File: src/rtl/cp0_pkg.sv
// CP0 shared constants: register numbers, SR/Cause bit positions, ExcCode values.
// Latency: n/a (constants only).
// Backpressure: n/a.
package cp0_pkg;

  // mfc0/mtc0 register numbers
  localparam logic [4:0] REG_COUNT   = 5'd9;
  localparam logic [4:0] REG_COMPARE = 5'd11;
  localparam logic [4:0] REG_SR      = 5'd12;
  localparam logic [4:0] REG_CAUSE   = 5'd13;
  localparam logic [4:0] REG_EPC     = 5'd14;
  localparam logic [4:0] REG_PRID    = 5'd15;

  // SR / Cause field positions
  localparam int SR_IE    = 0;
  localparam int SR_EXL   = 1;
  localparam int IM_LSB   = 8;
  localparam int CAUSE_BD = 31;
  localparam int EXC_LSB  = 2;

  // ExcCode values
  localparam logic [4:0] EXC_INT  = 5'd0;
  localparam logic [4:0] EXC_ADEL = 5'd4;
  localparam logic [4:0] EXC_ADES = 5'd5;
  localparam logic [4:0] EXC_RI   = 5'd10;
  localparam logic [4:0] EXC_OV   = 5'd12;

endpackage

File: src/rtl/cp0_timer.sv
// Count/Compare timer: free-running Count, Compare match raises a sticky timer_irq.
// Latency: writes and the match flag take effect on the next clock edge.
// Backpressure: none; writes are always accepted.
module cp0_timer #(
  parameter int DATA_W   = 32,
  parameter int TIMER_EN = 1
) (
  input  logic              clk,
  input  logic              reset,
  input  logic              wr_count,
  input  logic              wr_compare,
  input  logic [DATA_W-1:0] wr_data,
  output logic [DATA_W-1:0] count,
  output logic [DATA_W-1:0] compare,
  output logic              timer_irq
);

  logic [DATA_W-1:0] count_nxt;
  logic              fire;

  // next Count value and match against the current Compare
  always_comb begin
    count_nxt = wr_count ? wr_data : count + DATA_W'(1);
    fire      = (count_nxt == compare) && (compare != '0);
  end

  // Count/Compare state; a Compare write clears the flag even on a match
  always_ff @(posedge clk or posedge reset) begin
    if (reset) begin
      count     <= '0;
      compare   <= '0;
      timer_irq <= 1'b0;
    end else if (TIMER_EN != 0) begin
      count <= count_nxt;
      if (wr_compare) begin
        compare   <= wr_data;
        timer_irq <= 1'b0;
      end else if (fire) begin
        timer_irq <= 1'b1;
      end
    end
  end

endmodule

File: src/rtl/cp0_param.sv
// Coprocessor 0: SR/Cause/EPC/PRId, interrupt/exception arbitration, optional timer.
// Latency: int_req and rd_data combinational; register updates on the next edge.
// Backpressure: none; an mtc0 in the same cycle as int_req is dropped (instruction flushed).
module cp0_param
  import cp0_pkg::*;
#(
  parameter int          DATA_W    = 32,
  parameter int          NUM_HWINT = 6,
  parameter int          TIMER_EN  = 1,
  parameter logic [31:0] PRID      = 32'h4255_4141
) (
  input  logic                 clk,
  input  logic                 reset,
  input  logic [4:0]           rd_addr,
  output logic [DATA_W-1:0]    rd_data,
  input  logic                 wr_en,
  input  logic [4:0]           wr_addr,
  input  logic [DATA_W-1:0]    wr_data,
  input  logic [DATA_W-1:0]    pc_m,
  input  logic                 bd_m,
  input  logic [4:0]           exc_code_m,
  input  logic [NUM_HWINT-1:0] hw_int,
  input  logic                 exl_clr,
  output logic                 int_req,
  output logic [DATA_W-1:0]    epc_out,
  output logic                 timer_irq
);

  logic [NUM_HWINT-1:0] im;
  logic                 exl;
  logic                 ie;
  logic                 bd;
  logic [NUM_HWINT-1:0] ip_q;
  logic [4:0]           exc_code;
  logic [DATA_W-1:0]    epc;
  logic [DATA_W-1:0]    count;
  logic [DATA_W-1:0]    compare;

  logic [NUM_HWINT-1:0] ip;
  logic                 irq;
  logic                 exc;
  logic [DATA_W-1:0]    pc_al;
  logic [DATA_W-1:0]    epc_nxt;
  logic                 mtc0_ok;
  logic [DATA_W-1:0]    sr_val;
  logic [DATA_W-1:0]    cause_val;
  logic                 unused_pc_lsb;

  assign unused_pc_lsb = &{1'b0, pc_m[1:0]};

  // live pending vector, arbitration and exception PC
  always_comb begin
    ip                = hw_int;
    ip[NUM_HWINT-1]   = hw_int[NUM_HWINT-1] | timer_irq;
    irq               = ie & ~exl & (|(ip & im));
    exc               = ~exl & (exc_code_m != 5'd0);
    int_req           = irq | exc;
    mtc0_ok           = wr_en & ~int_req;
    pc_al             = {pc_m[DATA_W-1:2], 2'b00};
    epc_nxt           = bd_m ? pc_al - DATA_W'(4) : pc_al;
  end

  // SR/Cause/EPC state; exception entry overrides eret clear and mtc0
  always_ff @(posedge clk or posedge reset) begin
    if (reset) begin
      im       <= '0;
      exl      <= 1'b0;
      ie       <= 1'b0;
      bd       <= 1'b0;
      ip_q     <= '0;
      exc_code <= '0;
      epc      <= '0;
    end else begin
      ip_q <= ip;
      if (int_req) begin
        exl      <= 1'b1;
        bd       <= bd_m;
        exc_code <= irq ? EXC_INT : exc_code_m;
        epc      <= epc_nxt;
      end else begin
        if (exl_clr) exl <= 1'b0;
        if (wr_en && wr_addr == REG_SR) begin
          im  <= wr_data[IM_LSB +: NUM_HWINT];
          exl <= wr_data[SR_EXL];
          ie  <= wr_data[SR_IE];
        end
        if (wr_en && wr_addr == REG_EPC) epc <= wr_data;
      end
    end
  end

  generate
    if (TIMER_EN != 0) begin : g_timer
      cp0_timer #(
        .DATA_W   (DATA_W),
        .TIMER_EN (TIMER_EN)
      ) u_timer (
        .clk        (clk),
        .reset      (reset),
        .wr_count   (mtc0_ok && wr_addr == REG_COUNT),
        .wr_compare (mtc0_ok && wr_addr == REG_COMPARE),
        .wr_data    (wr_data),
        .count      (count),
        .compare    (compare),
        .timer_irq  (timer_irq)
      );
    end else begin : g_no_timer
      assign count     = '0;
      assign compare   = '0;
      assign timer_irq = 1'b0;
    end
  endgenerate

  // mfc0 read mux; unmapped numbers read zero
  always_comb begin
    sr_val                         = '0;
    sr_val[IM_LSB +: NUM_HWINT]    = im;
    sr_val[SR_EXL]                 = exl;
    sr_val[SR_IE]                  = ie;
    cause_val                      = '0;
    cause_val[CAUSE_BD]            = bd;
    cause_val[IM_LSB +: NUM_HWINT] = ip_q;
    cause_val[EXC_LSB +: 5]        = exc_code;
    case (rd_addr)
      REG_COUNT:   rd_data = count;
      REG_COMPARE: rd_data = compare;
      REG_SR:      rd_data = sr_val;
      REG_CAUSE:   rd_data = cause_val;
      REG_EPC:     rd_data = epc;
      REG_PRID:    rd_data = DATA_W'(PRID);
      default:     rd_data = '0;
    endcase
  end

  // EPC view with same-cycle mtc0 bypass
  always_comb begin
    epc_out = (wr_en && wr_addr == REG_EPC) ? wr_data : epc;
  end

endmodule

File: config.mk
export PLATFORM = sky130hd
export DESIGN_NAME = cp0_param
export DESIGN_NICKNAME = d
export VERILOG_FILES = /design/src/rtl/cp0_pkg.sv /design/src/rtl/cp0_timer.sv /design/src/rtl/cp0_param.sv
export SDC_FILE = /design/constraint.sdc
export NUM_CORES = 1
export LEC_CHECK = 0
export ABC_CLOCK_PERIOD_IN_PS = 8700
export BUFFER_PORTS_ARGS = -buffer_cell sky130_fd_sc_hd__buf_2
export CAP_MARGIN = 20
export CORE_UTILIZATION = 35
export DETAILED_ROUTE_END_ITERATION = 7
export PLACE_DENSITY = 0.63
export SLEW_MARGIN = 20
export SYNTH_ARGS = -nofsm -noshare
export SYNTH_HDL_FRONTEND = slang
export SYNTH_SLANG_ARGS = --single-unit
File: constraint.sdc
create_clock -name clk -period 8.7 [get_ports clk]
set_input_delay 1.305 -clock clk [delete_from_list [all_inputs] [get_ports clk]]
set_output_delay 1.305 -clock clk [all_outputs]
set_load 0.03 [all_outputs]
==> impl_metrics.yaml, run 1 <==
run_status:
  status: "completed"
synthesis:
  syn_inst: 909
  syn_area_per_cell_um2: 8.50
  synth_nets: 1001
  synth-edff-count: 0
  ys.flop_type: "dfrtp_1"
  ys_seq_area_frac: 0.379
  ys_seq_elements: 117
  synth.distinct_cells: 70
  netlist_area_um2: 7730
  yosys_warnings: 0
  synth-async-reset-ratio: 1.00
drt:
  wirelength_mm: 27.4
  wl_per_cell_um: 20.6
  ant_nets: 0
  post_drt_via_cell_ratio: 5.70
  vias: 7577
  drcViolationCount: 0
  first_iter_violations: 790
  firstDrtPassIters: 5
cells_and_area:
  antennaDiodeCount: 0
  layout-drive-gt1-share: 0.233
  layout_commonest_cell: "nand2_1"
  syn2layout_area_growth_pct: 20.7
  nets: 1129
  final_area_um2: 9330
  mostFrequentLayoutCells: "165 x nand2_1, 153 x buf_2, 117 x dfrtp_1"
grt:
  overflow: 0
  grt_pass1_wl_mm: 42.1
  grt_pass1_vias: 7126
  grt_usage: 0.250
  antenna_found_initial: 0
  grt_max_degree: 79
sta:
  hold_viol: 0
  rsz0062_at_grt: "no"
  relSlewSlack: 0.274
  final.period_utilization: 0.576
  tightest_slew_ns: 1.09
  setup_viol: 0
  clock.fmax_mhz: 199
  setup_tns_ns: 0
  skew_ns: 0.00841
  fin_crit_ns: 5.01
  drv_slew: 0
worst_setup_path:
  crit_fanout: 66
  r2r.worst_path.cells: 10
  crit_type: "in2out"
  start_kind: "primary input"
  r2r_setup_slack_ns: 5.25
  regToRegEndpoint: "g_timer.u_timer.timer_irq$_DFFE_PP0P_"
  cp.arrival_ns: 3.71
  cp_data_required_time_ns: 7.39
  worstSetupStartpoint: "exc_code_m[0]"
  reg2reg_from: "im[3]$_DFFE_PP0P_"
  end_kind: "output port"
flow_run:
  cap_viol_max_count: 0
place:
  place_area_um2: 8730
  place_congestion: 0.937
  io_buffers: 153
  dpl.hpwl_mm: 20.7
die:
  die_h_um: 151
  coreArea_um2: 21800
  start_util: 0.355
  rows: 54
  dieArea_um2: 22700
  die_x_um: 151
  io_pins: 156
worst_hold_path:
  whs_path_depth: 2
  min_path_type: "reg2reg"
  hold_path_startpoint: "bd$_DFFE_PP0N_"
  hold_end: "bd$_DFFE_PP0N_"
clock_network:
  clk_pin_slew_ns: 0.05
  ctsHtreeMaxLevel: 4
  post_cts_buffers: 0
  cts_tree: "yes"
  clock-sinks: 117
  cts-root-buf: "clkbuf_16"
  clock_latency_ns: 0.42
  cts_buffers: 17
  hold_buffers: 0
  cts_buffer_depth: 2
  ctsResizeCount: 0
power:
  ir_worst_vdd_mv: 0.214
  leakage_nw: 4.18
  p_per_area_nw_per_um2: 297
sequential cells by signal (all words and copies together), names as in the netlist:
register,count
bd,1
epc,32
exc_code,5
exl,1
g_timer.u_timer.compare,32
g_timer.u_timer.count,32
g_timer.u_timer.timer_irq,1
ie,1
im,6
ip_q,6
metrics by stage:
| stage | setup slack [ns] | hold slack (ns) | cells | power, mW | utilization |
|---|---|---|---|---|---|
| CTS | 3.73 | 0.475 | 1329 | 2.75 | 0.428 |
| finish | 3.69 | 0.474 | 1330 | 2.77 | 0.429 |
| global route | 3.56 | 0.499 | 1330 | 2.92 | 0.429 |
| detailed placement | 3.29 | 0.462 | 1297 | 2.07 | 0.401 |
| global placement | 3.32 | 0.456 | 1297 | 2.05 | 0.401 |
| floorplan | 4.20 | 0.440 | 909 | 1.70 | - |
power by group:
part | leakage (nW) | switching, mW | total, mW | internal (mW)
registers | 1.42 | 0.238 | 0.983 | 0.744
clock network | 0.275 | 0.282 | 0.680 | 0.398
logic | 2.49 | 0.689 | 1.11 | 0.416
total | 4.18 | 1.21 | 2.77 | 1.56
final cells by class:
class | count | area, um2
Sequential cell | 117 | 2930
Inverter | 30 | 115
Fill cell | 2217 | 12400
Clock buffer | 17 | 425
Tap cell | 280 | 350
Clock inverter | 15 | 146
Timing Repair Buffer | 162 | 853
Multi-Input combinational cell | 709 | 4510
worst max-delay path by stage:
stage | end | slack (ns) | cells past startpoint
2_1_floorplan | epc_out[6] | 4.20 | 5
3_3_place_gp | g_timer.u_timer.timer_irq$_DFFE_PP0P_ | 3.32 | 9
3_5_place_dp | g_timer.u_timer.timer_irq$_DFFE_PP0P_ | 3.29 | 9
4_1_cts | int_req | 3.73 | 7
5_1_grt | int_req | 3.56 | 7
6_report | int_req | 3.69 | 7
critical path, cell delays in order:
cell	delay (ns)
buf_2	0.11
or4_1	0.59
o21a_1	0.52
nor2_4	0.18
buf_4	0.51
inv_1	0.23
buf_2	0.24
kinds of logic after synthesis:
family,after synthesis,synth area share
mux,77,0.105
xor+xnor,69,0.0818
buf+inv,83,0.0406
flops,117,0.379
fa+ha+maj,2,0.00324
compound gates,204,0.164
simple gates,357,0.227
routing by layer:
metal,track usage,part of all wire,up-vias
li1,-,-,3524
met1,0.359,0.45,3667
met2,0.372,0.45,346
met3,0.0533,0.080,40
met4,0.0800,0.020,0
met5,0,0,-
Yosys cell counts (3+ instances only):
library cell / number / share of area
nand4_1: 13 / 0.011
and3_1: 8 / 0.0065
and4_1: 9 / 0.010
o211ai_1: 3 / 0.0029
nand3b_1: 3 / 0.0029
clkbuf_1: 41 / 0.020
and2_1: 6 / 0.0049
inv_1: 29 / 0.014
or3_1: 9 / 0.0073
a21oi_1: 27 / 0.017
nand2b_1: 4 / 0.0032
xnor2_1: 37 / 0.042
o311ai_0: 3 / 0.0034
a2111oi_0: 4 / 0.0045
nor4_1: 27 / 0.022
nor2_1: 51 / 0.025
nand3_1: 15 / 0.0097
dfrtp_1: 117 / 0.38
or2_2: 5 / 0.0040
or4_1: 9 / 0.0087
a211oi_1: 10 / 0.0097
o22ai_1: 9 / 0.0073
nor2b_1: 4 / 0.0032
o31a_1: 5 / 0.0057
xor2_1: 30 / 0.034
a31oi_1: 4 / 0.0032
o31ai_1: 3 / 0.0029
o21ai_0: 97 / 0.063
buf_1: 10 / 0.0049
mux2_2: 30 / 0.044
mux2i_1: 47 / 0.061
nand2_1: 165 / 0.080
o221ai_1: 5 / 0.0057
nor3_1: 15 / 0.0097
a22oi_1: 8 / 0.0078
No activity file was read; power rests on OpenSTA's default activity.
==> inputs of run 2 (changes only) <==
--- a/config.mk
+++ b/config.mk
@@ -5,12 +5,13 @@
 export SDC_FILE = /design/constraint.sdc
 export NUM_CORES = 1
 export LEC_CHECK = 0
-export ABC_CLOCK_PERIOD_IN_PS = 8700
+export ABC_AREA = 1
+export ABC_CLOCK_PERIOD_IN_PS = 4500
 export BUFFER_PORTS_ARGS = -buffer_cell sky130_fd_sc_hd__buf_2
 export CAP_MARGIN = 20
 export CORE_UTILIZATION = 35
 export DETAILED_ROUTE_END_ITERATION = 7
-export PLACE_DENSITY = 0.63
+export PLACE_DENSITY = 0.65
 export SLEW_MARGIN = 20
 export SYNTH_ARGS = -nofsm -noshare
 export SYNTH_HDL_FRONTEND = slang
==> constraint.sdc (replaced) <==
create_clock -name clk -period 4.5 [get_ports clk]
set_input_delay 0.675 -clock clk [delete_from_list [all_inputs] [get_ports clk]]
set_output_delay 0.675 -clock clk [all_outputs]
set_load 0.03 [all_outputs]
==> run 2 against run 1 <==
The run now ends with DRC left. Largest cell class unchanged. Sequential power increased by 74%. Largest power group unchanged. Critical path depth decreased by 1. Core utilization increased by 0.92 points.
==> impl_metrics.yaml, run 2 <==
die:
  start_util: 0.359
  coreArea_um2: 22000
  dieArea_um2: 23100
  die_h_um: 152
  die_x_um: 152
  rows: 54
  io_pins: 156
worst_setup_path:
  cp_slowest_cell: "a221oi_1"
  r2r_setup_slack_ns: 1.73
  reg2reg_from: "g_timer.u_timer.timer_irq$_DFFE_PP0P_"
  start_kind: "primary input"
  cp_data_required_time_ns: 3.83
  regToRegEndpoint: "g_timer.u_timer.timer_irq$_DFFE_PP0P_"
  worst_path_most_repeated_cell: "buf_2"
  critPathMaxStageDelay_ns: 0.56
  cp.arrival_ns: 2.43
  crit_fanout: 7
  r2r.worst_path.cells: 17
  worstSetupStartpoint: "rd_addr[0]"
  crit_type: "in2out"
  end_kind: "output port"
  path_cells: "buf_2 > nand4_1 > inv_1 > a221oi_1 > o221ai_1 > buf_2"
cells_and_area:
  fillers: 2256
  syn2layout_area_growth_pct: 22.1
  reg_top3: "epc (32), g_timer.u_timer.compare (32), g_timer.u_timer.count (32)"
  seq_area_um2: 2930
  layout-drive-gt1-share: 0.171
  layout_commonest_cell: "nand2_1"
  antennaDiodeCount: 0
  multi_input_area_um2: 4110
  final_cells: 1608
  mostFrequentLayoutCells: "353 x nand2_1, 172 x inv_1, 153 x buf_2"
  nets: 1407
sta:
  setup_tns_ns: 0
  drv_slew: 0
  skew_ns: 0.00778
  rsz0062_at_grt: "no"
  clock.fmax_mhz: 322
  fin_ws_ns: 1.40
  relSlewSlack: 0.435
  tightest_slew_ns: 0.844
  hold_viol: 0
  fin_crit_ns: 3.10
  whs_ns: 0.394
  setup_viol: 0
  final.period_utilization: 0.690
synthesis:
  synth_compound_area_frac: 0.149
  synth-edff-count: 0
  synth_common_cells: "353 x nand2_1, 173 x inv_1, 123 x nor2_1, 117 x dfrtp_1, 86 x o21ai_0"
  ys_seq_area_frac: 0.372
  syn_inst: 1170
  synth.most_common_cell: "nand2_1"
  synth_top_family_by_area: "simple AND/OR/NAND/NOR gates"
  yosys-top-cells-area: "dfrtp_1 37%, nand2_1 17%, inv_1 8.2%"
  synthAdderAreaFrac: 0.00318
  ys_seq_elements: 117
  yosys_warnings: 0
  netlist_area_um2: 7880
  synth_xor_area_frac: 0.0334
  syn_area_per_cell_um2: 6.73
  synth_nets: 1262
  synth.distinct_cells: 47
  ys.flop_type: "dfrtp_1"
  synthSimpleGateAreaFrac: 0.334
  yosysTopAreaCell: "dfrtp_1"
  muxShareOfSynthArea: 0
  synth_top_area_share: 0.372
  synth-async-reset-ratio: 1.00
grt:
  grt_max_degree: 65
  grt_pass1_vias: 7571
  overflow: 0
  grt_usage: 0.242
  grt_pass1_wl_mm: 43.0
  antenna_found_initial: 0
power:
  ir_worst_vdd_mv: 0.290
  p_per_area_nw_per_um2: 572
  leakage_nw: 4.86
clock_network:
  cts_buffers: 17
  hold_buffers: 0
  ctsHtreeMaxLevel: 4
  clock_latency_ns: 0.43
  cts_tree: "yes"
  cts-root-buf: "clkbuf_16"
  post_cts_buffers: 0
  clock-sinks: 117
  ctsResizeCount: 0
  clk_pin_slew_ns: 0.06
  cts_buffer_depth: 2
drt:
  ant_nets: 0
  drcViolationCount: 8
  wl_per_cell_um: 17.0
  post_drt_via_cell_ratio: 5.09
  wirelength_mm: 27.4
  vias: 8183
  first_iter_violations: 763
  firstDrtPassIters: 8
place:
  dpl.hpwl_mm: 21.7
  pre_cts_slack_ns: 1.46
  dp_cells: 1576
  io_buffers: 153
  place_congestion: 0.921
run_status:
  violations: "DRC"
  status: "finished, violations left"
worst_hold_path:
  min_path_type: "in2async"
flow_run:
  cap_viol_max_count: 0
## run 2: kinds of logic after synthesis
| group | count (synthesis) |
|---|---|
| buf+inv | 220 |
| compound gates | 195 |
| fa+ha+maj | 2 |
| flops | 117 |
| xor+xnor | 30 |
| simple gates | 606 |
## run 2: cell type report
class / instances / share of cell area
Multi-Input combinational cell: 833 / 0.428
Clock buffer: 18 / 0.0457
Sequential cell: 117 / 0.304
Tap cell: 280 / 0.0364
Inverter: 180 / 0.0705
Timing Repair Buffer: 166 / 0.0898
Clock inverter: 14 / 0.0256
## run 2: worst max-delay path by stage
stage	endpoint	slack, ns	depth (start not counted)
5_1_grt	rd_data[9]	1.32	9
2_1_floorplan	bd$_DFFE_PP0N_	0.72	1
6_report	rd_data[13]	1.40	6
3_5_place_dp	epc_out[22]	1.46	7
3_3_place_gp	epc_out[14]	1.47	7
4_1_cts	epc_out[22]	1.45	7
## run 2: layer usage
metal	wire length [um]	vias up	global-route usage	part of all wire
li1	-	4075	-	-
met1	12500	3692	0.343	0.46
met2	11900	363	0.364	0.44
met3	2140	53	0.0411	0.078
met4	850	0	0.101	0.031
met5	0	-	0	0
## run 2: worst max-delay path, delay by kind of cell
family / cells / cell delay, ns
AO/OA/AOI/OAI: 2 / 0.83
buffers and inverters: 3 / 0.59
AND/OR/NAND/NOR: 1 / 0.32
## run 2: report_power, final
group          total (mW)  internal (mW)  switching, mW
clock network        1.59           1.06          0.533
registers            1.71           1.42          0.297
logic                2.20          0.686           1.51
## run 2: per-stage QoR
stage,instance area (um2),utilization,power [mW]
6_report,9620,0.438,5.50
5_1_grt,9620,0.438,5.88
4_1_cts,9620,0.438,5.50
3_5_place_dp,8930,0.407,3.89
3_3_place_gp,8930,0.407,3.86
2_1_floorplan,7880,-,3.21
==> inputs of run 3 (changes only) <==
--- a/config.mk
+++ b/config.mk
@@ -6,7 +6,7 @@
 export NUM_CORES = 1
 export LEC_CHECK = 0
 export ABC_AREA = 1
-export ABC_CLOCK_PERIOD_IN_PS = 4500
+export ABC_CLOCK_PERIOD_IN_PS = 2500
 export BUFFER_PORTS_ARGS = -buffer_cell sky130_fd_sc_hd__buf_2
 export CAP_MARGIN = 20
 export CORE_UTILIZATION = 35
==> constraint.sdc (replaced) <==
create_clock -name clk -period 2.5 [get_ports clk]
set_input_delay 0.375 -clock clk [delete_from_list [all_inputs] [get_ports clk]]
set_output_delay 0.375 -clock clk [all_outputs]
set_load 0.03 [all_outputs]
==> run 3 against run 2 <==
The flow still finishes with violations (DRC). Via count up 4.1%. Sequential power grew 81%. First-iteration DRC count increased by 10%. Clock-buffer cell count shrank 1. Worst hold slack got worse by 0.38 ns. Non-clock buffer count is 35 higher. Core utilization rose by 1.8 points. Critical path depth is 13 higher. Critical endpoint is now g_timer.u_timer.timer_irq$_DFFE_PP0P_. Largest cell class unchanged.
==> impl_metrics.yaml, run 3 (synthesis gave the netlist of run 2 again) <==
clock_network:
  clock-sinks: 117
  clock_latency_ns: 0.43
  clk_pin_slew_ns: 0.06
  cts_buffer_depth: 2
  cts_tree: "yes"
  ctsHtreeMaxLevel: 4
  cts-root-buf: "clkbuf_16"
  cts_buffers: 17
  hold_buffers: 0
drt:
  wl_met2_mm: 12.7
  first_iter_violations: 841
  wl_per_cell_um: 17.4
  highest_layer: "met4"
  wirelength_mm: 28.6
  vias: 8517
  ant_nets: 0
  drcViolationCount: 4
  met3_length_mm: 2.13
  firstDrtPassIters: 8
  post_drt_via_cell_ratio: 5.18
  wl_met1_mm: 12.8
place:
  place_congestion: 0.921
  place_area_um2: 9150
  dpl.hpwl_mm: 22.1
  io_buffers: 153
  dp_cells: 1597
grt:
  grt_pass1_wl_mm: 42.7
  antenna_found_initial: 0
  grt_pass1_vias: 7593
  overflow: 0
  grt_max_degree: 65
  grt_usage: 0.241
power:
  leakage_nw: 5.04
  p_int_mw: 5.38
  power.share.clock: 0.255
  sw_frac_of_total: 0.446
  seqPwrFrac: 0.318
  p_switching_mw: 4.32
  power_frac_comb: 0.427
  ir_worst_vdd_mv: 0.588
  p_per_area_nw_per_um2: 969
  finalPower_mw: 9.70
cells_and_area:
  layout-drive-gt1-share: 0.205
  mostFrequentLayoutCells: "348 x nand2_1, 172 x inv_1, 154 x buf_2"
  reg_top3: "epc (32), g_timer.u_timer.compare (32), g_timer.u_timer.count (32)"
  final_cells: 1643
  layout_commonest_cell: "nand2_1"
  seq_area_um2: 2930
  syn2layout_area_growth_pct: 27.1
  fillers: 2210
  final_area_um2: 10000
  multi_input_area_um2: 4190
  antennaDiodeCount: 0
  final_core_util: 0.456
  nets: 1442
sta:
  tightest_slew_ns: 0.622
  clock.fmax_mhz: 404
  final.period_utilization: 0.990
  relSlewSlack: 0.582
  setup_tns_ns: 0
  fin_crit_ns: 2.47
  setup_viol: 0
  skew_ns: 0.0104
  drv_slew: 0
  rsz0062_at_grt: "yes"
  hold_viol: 0
die:
  start_util: 0.359
  die_x_um: 152
  io_pins: 156
  die_h_um: 152
  rows: 54
  coreArea_um2: 22000
  dieArea_um2: 23100
worst_setup_path:
  cp_slowest_cell: "dfrtp_1"
  path_cells: "nor2_2 > nor2_2 > nor2_1 > nand2_2 > nand2_2 > nand4_4 > buf_12 > buf_4 > buf_6 > o21ai_0 > nand2_1 > nand2_1 > inv_1 > nand2_1 > nor2_2 > nand2_1 > nor2_1 > nand2_1 > a21oi_2"
  critPathMaxStageDelay_ns: 0.42
  worst_path_most_repeated_cell: "nand2_1"
  cp_top_family: "simple AND/OR/NAND/NOR gates"
  cp.arrival_ns: 2.78
  crit_fanout: 11
  start_kind: "register"
  crit_type: "reg2reg"
  cp_data_required_time_ns: 2.81
  end_kind: "register"
  r2r_setup_slack_ns: 0.03
  crit_buf_inv: 4
run_status:
  violations: "DRC"
  status: "finished, violations left"
worst_hold_path:
  min_path_type: "in2async"
flow_run:
  cap_viol_max_count: 0
run 3: cell types whose count changed in the layout (fill, tap and decap cells not counted), sizes merged:
cell | previous run | this run
clkinv | 6 | 8
buf | 166 | 198
inv | 179 | 181
bufinv | 6 | 2
clkinvlp | 3 | 4
clkbuf | 18 | 20
run 3: repair_timing:
action / CTS / global route
endpoints found under the hold margin: 0 / 0
resized for setup: 0 / 28
setup buffers: 0 / 9
setup endpoints to repair: 0 / 21
run 3: final timing paths:
kind,depth (start not counted),from,end
hold / removal,2,reset,g_timer.u_timer.compare[7]$_DFFE_PP0P_
setup / recovery,19,g_timer.u_timer.timer_irq$_DFFE_PP0P_,g_timer.u_timer.timer_irq$_DFFE_PP0P_
min in group clk,1,hw_int[0],ip_q[0]$_DFF_PP0_
setup reg to reg,19,g_timer.u_timer.timer_irq$_DFFE_PP0P_,g_timer.u_timer.timer_irq$_DFFE_PP0P_
max in group asynchronous,3,reset,im[2]$_DFFE_PP0P_
hold reg to reg,2,im[5]$_DFFE_PP0P_,im[5]$_DFFE_PP0P_
run 3: worst reg2reg max path, cell delays in order (launching register included):
cell	delay, ns
dfrtp_1	0.42
nor2_2	0.15
nor2_2	0.06
nor2_1	0.12
nand2_2	0.10
nand2_2	0.11
nand4_4	0.11
buf_12	0.18
buf_4	0.14
buf_6	0.14
o21ai_0	0.26
nand2_1	0.10
nand2_1	0.08
inv_1	0.04
nand2_1	0.07
nor2_2	0.03
nand2_1	0.06
nor2_1	0.04
nand2_1	0.09
a21oi_2	0.06
run 3: final cells by class:
class / count / area share
clock buffer: 17 / 0.0425
sequential: 117 / 0.292
inverter: 180 / 0.0691
clock inverter: 15 / 0.0166
timing repair buffer: 201 / 0.126
multi-input combinational: 833 / 0.418
tap: 280 / 0.0350
run 3: through the flow:
step / hold WS [ns] / setup slack (ns)
floorplan: 0.406 / 0.402
global placement: 0.468 / 0.0716
detailed placement: 0.471 / 0.0360
CTS: 0.0229 / 0.00310
global route: 0.0465 / -0.193
finish: 0.0176 / 0.0258
run 3: power by group through the flow:
stage | sequential (mW) | combinational (mW) | clock, mW
finish | 3.09 | 4.14 | 2.47
global route | 3.16 | 4.61 | 2.59
floorplan | 2.95 | 2.84 | 0
detailed placement | 3.09 | 4.00 | 0
CTS | 3.07 | 4.02 | 2.49
global placement | 3.09 | 3.96 | 0
run 3: metal layers:
| layer | GRT usage | vias up |
|---|---|---|
| met5 | 0 | - |
| met1 | 0.344 | 3892 |
| met4 | 0.0875 | 0 |
| met2 | 0.374 | 416 |
| met3 | 0.0299 | 59 |
| li1 | - | 4150 |
